<file path="src/rtl/ship_placement_ctrl.sv">
// Cursor-driven ship placement for the COLOCATION phase; raises finished_placing once all ships are set.
// Define PLACE_WRAP_EN to make the cursor wrap at grid borders instead of saturating.
module ship_placement_ctrl #(
  parameter int GRID_W    = 5,
  parameter int GRID_H    = 5,
  parameter int MAX_SHIPS = 5,
  parameter int XW        = $clog2(GRID_W),
  parameter int YW        = $clog2(GRID_H)
) (
  input  logic                       clk,
  input  logic                       rst,
  input  logic                       enable,
  input  logic [2:0]                 ships_count,
  input  logic                       btn_up,
  input  logic                       btn_down,
  input  logic                       btn_left,
  input  logic                       btn_right,
  input  logic                       btn_confirm,
  output logic [XW-1:0]              cursor_x,
  output logic [YW-1:0]              cursor_y,
  output logic [GRID_W*GRID_H-1:0]   occupancy,
  output logic [2:0]                 ships_remaining,
  output logic                       place_ok,
  output logic                       place_err,
  output logic                       finished_placing,
  output logic [1:0]                 fsm_state
);

  localparam logic [1:0] IDLE = 2'd0;
  localparam logic [1:0] LOAD = 2'd1;
  localparam logic [1:0] MOVE = 2'd2;
  localparam logic [1:0] DONE = 2'd3;

  localparam int CELLS = GRID_W * GRID_H;
  localparam int IW    = $clog2(CELLS);
  localparam logic [XW-1:0] X_MAX = XW'(GRID_W - 1);
  localparam logic [YW-1:0] Y_MAX = YW'(GRID_H - 1);

  logic [1:0]    state;
  logic [4:0]    btn_q;
  logic [4:0]    btn_now;
  logic [4:0]    btn_edge;
  logic          up_e, down_e, left_e, right_e, confirm_e;
  logic [2:0]    ships_clamped;
  logic [XW-1:0] next_x;
  logic [YW-1:0] next_y;
  logic [IW-1:0] cell_idx;

  assign btn_now  = {btn_up, btn_down, btn_left, btn_right, btn_confirm};
  assign btn_edge = btn_now & ~btn_q;
  assign {up_e, down_e, left_e, right_e, confirm_e} = btn_edge;

  assign cell_idx         = IW'(cursor_y) * IW'(GRID_W) + IW'(cursor_x);
  assign finished_placing = (state == DONE);
  assign fsm_state        = state;

  always_comb begin
    ships_clamped = ships_count;
    if (ships_count == 3'd0)
      ships_clamped = 3'd1;
    else if (int'(ships_count) > MAX_SHIPS)
      ships_clamped = 3'(MAX_SHIPS);
  end

  // One move per cycle, priority up > down > left > right.
  always_comb begin
    next_x = cursor_x;
    next_y = cursor_y;
    if (up_e) begin
      if (cursor_y != '0) next_y = cursor_y - YW'(1);
`ifdef PLACE_WRAP_EN
      else next_y = Y_MAX;
`endif
    end else if (down_e) begin
      if (cursor_y != Y_MAX) next_y = cursor_y + YW'(1);
`ifdef PLACE_WRAP_EN
      else next_y = '0;
`endif
    end else if (left_e) begin
      if (cursor_x != '0) next_x = cursor_x - XW'(1);
`ifdef PLACE_WRAP_EN
      else next_x = X_MAX;
`endif
    end else if (right_e) begin
      if (cursor_x != X_MAX) next_x = cursor_x + XW'(1);
`ifdef PLACE_WRAP_EN
      else next_x = '0;
`endif
    end
  end

  always_ff @(posedge clk or negedge rst) begin
    if (!rst) begin
      state           <= IDLE;
      btn_q           <= '0;
      cursor_x        <= '0;
      cursor_y        <= '0;
      occupancy       <= '0;
      ships_remaining <= '0;
      place_ok        <= 1'b0;
      place_err       <= 1'b0;
    end else begin
      btn_q     <= btn_now;
      place_ok  <= 1'b0;
      place_err <= 1'b0;
      case (state)
        IDLE: if (enable) state <= LOAD;
        LOAD: begin
          occupancy       <= '0;
          cursor_x        <= '0;
          cursor_y        <= '0;
          ships_remaining <= ships_clamped;
          state           <= MOVE;
        end
        MOVE: begin
          // Dropping enable wins over any button pressed in the same cycle.
          if (!enable) begin
            state <= IDLE;
          end else if (confirm_e) begin
            if (!occupancy[cell_idx]) begin
              occupancy[cell_idx] <= 1'b1;
              ships_remaining     <= ships_remaining - 3'd1;
              place_ok            <= 1'b1;
              cursor_x            <= '0;
              cursor_y            <= '0;
              if (ships_remaining == 3'd1) state <= DONE;
            end else begin
              place_err <= 1'b1;
            end
          end else begin
            cursor_x <= next_x;
            cursor_y <= next_y;
          end
        end
        DONE: if (!enable) state <= IDLE;
        default: state <= IDLE;
      endcase
    end
  end

endmodule

</file>
<file path="config.mk">
export PLATFORM = sky130hd
export DESIGN_NAME = ship_placement_ctrl
export DESIGN_NICKNAME = d
export VERILOG_FILES = /design/src/rtl/ship_placement_ctrl.sv
export SDC_FILE = /design/constraint.sdc
export NUM_CORES = 1
export LEC_CHECK = 0
export ABC_AREA = 1
export ABC_CLOCK_PERIOD_IN_PS = 3300
export BUFFER_PORTS_ARGS = -buffer_cell sky130_fd_sc_hd__buf_2
export CORE_AREA = 3 3 72 88
export DETAILED_ROUTE_END_ITERATION = 6
export DIE_AREA = 0 0 75 91
export GPL_ROUTABILITY_DRIVEN = 0
export PLACE_DENSITY_LB_ADDON = 0.05
export SLEW_MARGIN = 40
export SYNTH_ARGS = -nofsm -noshare
export SYNTH_HDL_FRONTEND = slang
export SYNTH_SLANG_ARGS = --single-unit
</file>
<file path="constraint.sdc">
create_clock -name clk -period 3.3 [get_ports clk]
set_input_delay 0.495 -clock clk [delete_from_list [all_inputs] [get_ports clk]]
set_output_delay 0.495 -clock clk [all_outputs]
set_load 0.03 [all_outputs]
</file>
==> flow_summary.yaml <==
die:
  die_height_um: 91
  die_w_um: 75
  core_area_um2: 5590
  dieArea_um2: 6830
  fp-row-count: 30
  top_level_ports: 50
  initial_core_util_pct: 55.9
worst_setup_path:
  path_class: "reg2reg"
  crit_path_end_kind: "flip-flop"
  arrival_ns: 3.29
  crit_required_ns: 3.49
  cp_cell_sequence: "ha_1 > ha_1 > fa_1 > xnor2_2 > inv_1 > nor2_4 > nand2_1 > nand2_2 > nor2_4 > nand2_8 > nand3_4 > nand2_1 > nand2_1"
  cp-start-kind: "flip-flop"
  path_buf_inv: 1
  worst-path-max-fanout: 17
  cp_top_family: "adder cells"
  cp_common_cell: "nand2_1"
  max_stage_delay_ns: 0.48
  cp-startpoint: "cursor_y[0]"
  slowest_stage: "fa_1"
  worstReg2RegStart: "cursor_y[0]"
final_layout:
  drive_gt1_share_pct: 18.5
  area_growth_pct: 13.6
  fin_nets: 515
  fin_cells: 551
  diodes: 0
  layout_commonest_cell: "nand2_1"
  final_cell_mix: "nand2_1 (160), inv_1 (51), buf_2 (48)"
power_and_ir_drop:
  vdd_drop_max_uv: 619
  total_leakage_power_nw: 1.95
  power_density_nw_per_um2: 1050
synth:
  synth_warnings: 0
  synth_fa_ha_area_share_pct: 7.92
  synth_top_family_by_area: "simple AND/OR/NAND/NOR gates"
  synthMuxAreaShare_pct: 0
  synth_seq_cells: 43
  yosysSeqAreaShare_pct: 34.4
  synth_top_area_share_pct: 34.4
  netlist-cell-type-count: 33
  synth_compound_area_share_pct: 6.52
  synth.avg_cell_area_um2: 7.06
  synth.area.top_cells: "dfrtp_1 (34%), nand2_1 (19%), nand4_1 (6.8%)"
  synth_fp_nets: 472
  netlist_instances: 443
  yosys.area.top_type: "dfrtp_1"
  synthXorXnorAreaFrac_pct: 1.64
  synth_area_um2: 3130
  synthSimpleGateAreaFrac_pct: 38.4
global_route:
  gr-usage-all-layers_pct: 23.0
  antenna_found_initial: 0
  grt_max_degree: 44
  grt_pass1_vias: 2831
  grt_first_pass_wirelength_um: 12700
  overflow: 0
cts:
  tritoncts: "done"
  cts_root_buffer: "clkbuf_8"
  clk_pin_slew_ns: 0.09
  clk_latency_ns: 0.30
  numCtsBuffers: 5
  clock_sinks: 43
  cts.htree.levels: 2
  ctsHoldBuffers: 0
  max-clock-path-buffers: 2
detailed_routing:
  wl_um: 7830
  antenna_left: 0
  drtPass1Iterations: 4
  wl_per_cell_um: 14.2
  via_count: 2983
  drc_errors: 0
  via_per_inst: 5.41
  drt_iter0_markers: 288
sta:
  relSlewSlack_pct: 33.3
  drv_slew: 0
  finalSetupTns_ns: 0
  max_freq_mhz: 323
  hold_viol: 0
  setup_violations: 0
  fin_crit_ns: 3.10
  finClkSkew_ns: 0.00640
  post-route-period-util_pct: 93.8
  rsz0062_at_grt: "false"
  worst_pin_slew_ns: 1.00
placement:
  hpwlAfterDp_um: 5260
  io_buffers: 49
  dpl.cell_count: 540
min_path:
  hold_class: "in2async"
outcome:
  status: "complete, no violations"
job:
  cap_violations: 0
cell type report:
cell class                 count  area (um^2)
clock buffer                   6         82.6
clock inverter                 2         35.0
fill                         536         2040
inverter                      55          206
multi-input combinational    325         1770
sequential                    43         1080
tap                           64         80.1
timing repair buffer          56          304
through the flow:
stage / hold slack, ns / utilization (%) / cell area (um^2) / worst slack [ns] / total power [mW]
floorplan: 0.199 / - / 3130 / 0.310 / 2.65
global placement: 0.476 / 60.2 / 3370 / 0.174 / 3.06
detailed placement: 0.482 / 60.3 / 3370 / 0.0434 / 3.10
CTS: 0.198 / 62.4 / 3490 / 0.0218 / 3.55
global route: 0.213 / 63.5 / 3550 / 0.00170 / 4.06
finish: 0.191 / 63.5 / 3550 / 0.204 / 3.73
registers in the layout, summed over array words and instances (netlist names):
register and flops:
btn_q 5, ships_remaining 3, fsm_state 2, occupancy 25
cursor_x 3, place_err 1, cursor_y 3, place_ok 1
metal layers:
| layer | track usage (%) | vias up | wire [um] |
|---|---|---|---|
| met1 | 28.0 | 1377 | 3300 |
| li1 | - | 1510 | - |
| met2 | 40.2 | 82 | 4020 |
| met4 | 6.53 | 0 | 125 |
| met5 | 0 | - | 0 |
| met3 | 4.21 | 14 | 383 |
logic make-up after synthesis:
group | Yosys count
buffers and inverters | 78
AO/OA/AOI/OAI | 39
AND/OR/NAND/NOR | 260
XOR/XNOR | 5
flip-flops | 43
adder cells (fa/ha/maj) | 18
report_power, final:
group	switching [mW]	internal (mW)	total (mW)
clock network	0.193	0.245	0.438
registers	0.0995	0.614	0.713
logic	1.84	0.743	2.58
total	2.13	1.60	3.73
Yosys cell counts:
cell	n
buf_6	5
clkbuf_1	11
inv_1	51
a41oi_1	1
buf_2	1
fa_1	3
ha_1	15
xor2_1	2
nor3b_1	1
or2_4	1
a31oi_1	2
nand3b_1	1
nand3_2	1
buf_4	4
nor3_1	1
xnor2_1	2
nor2_4	5
nand2_4	1
nand2_2	7
xnor2_2	1
o211ai_1	1
inv_2	4
a21oi_1	29
nor2_1	14
buf_1	2
o21ai_0	6
dfrtp_1	43
or2_2	1
nand2_1	160
nand4_1	34
or2_1	1
nand3_4	1
nand3_1	31
path summary, 6_finish.rpt:
kind,to,slack [ns],cells past startpoint
worst min register to register,occupancy[4],0.50,2
min in group clk,btn_q[2],0.32,1
worst max-delay path,occupancy[18],0.20,13
worst min-delay path,occupancy[9],0.19,1
worst max register to register,occupancy[18],0.20,13
max in group asynchronous,fsm_state[0],2.73,1
repair_timing:
item	CTS	global route
resized for setup	0	5
buffers inserted	0	0
endpoints found under the setup margin	0	28
Power figures use the tool's default switching activity.
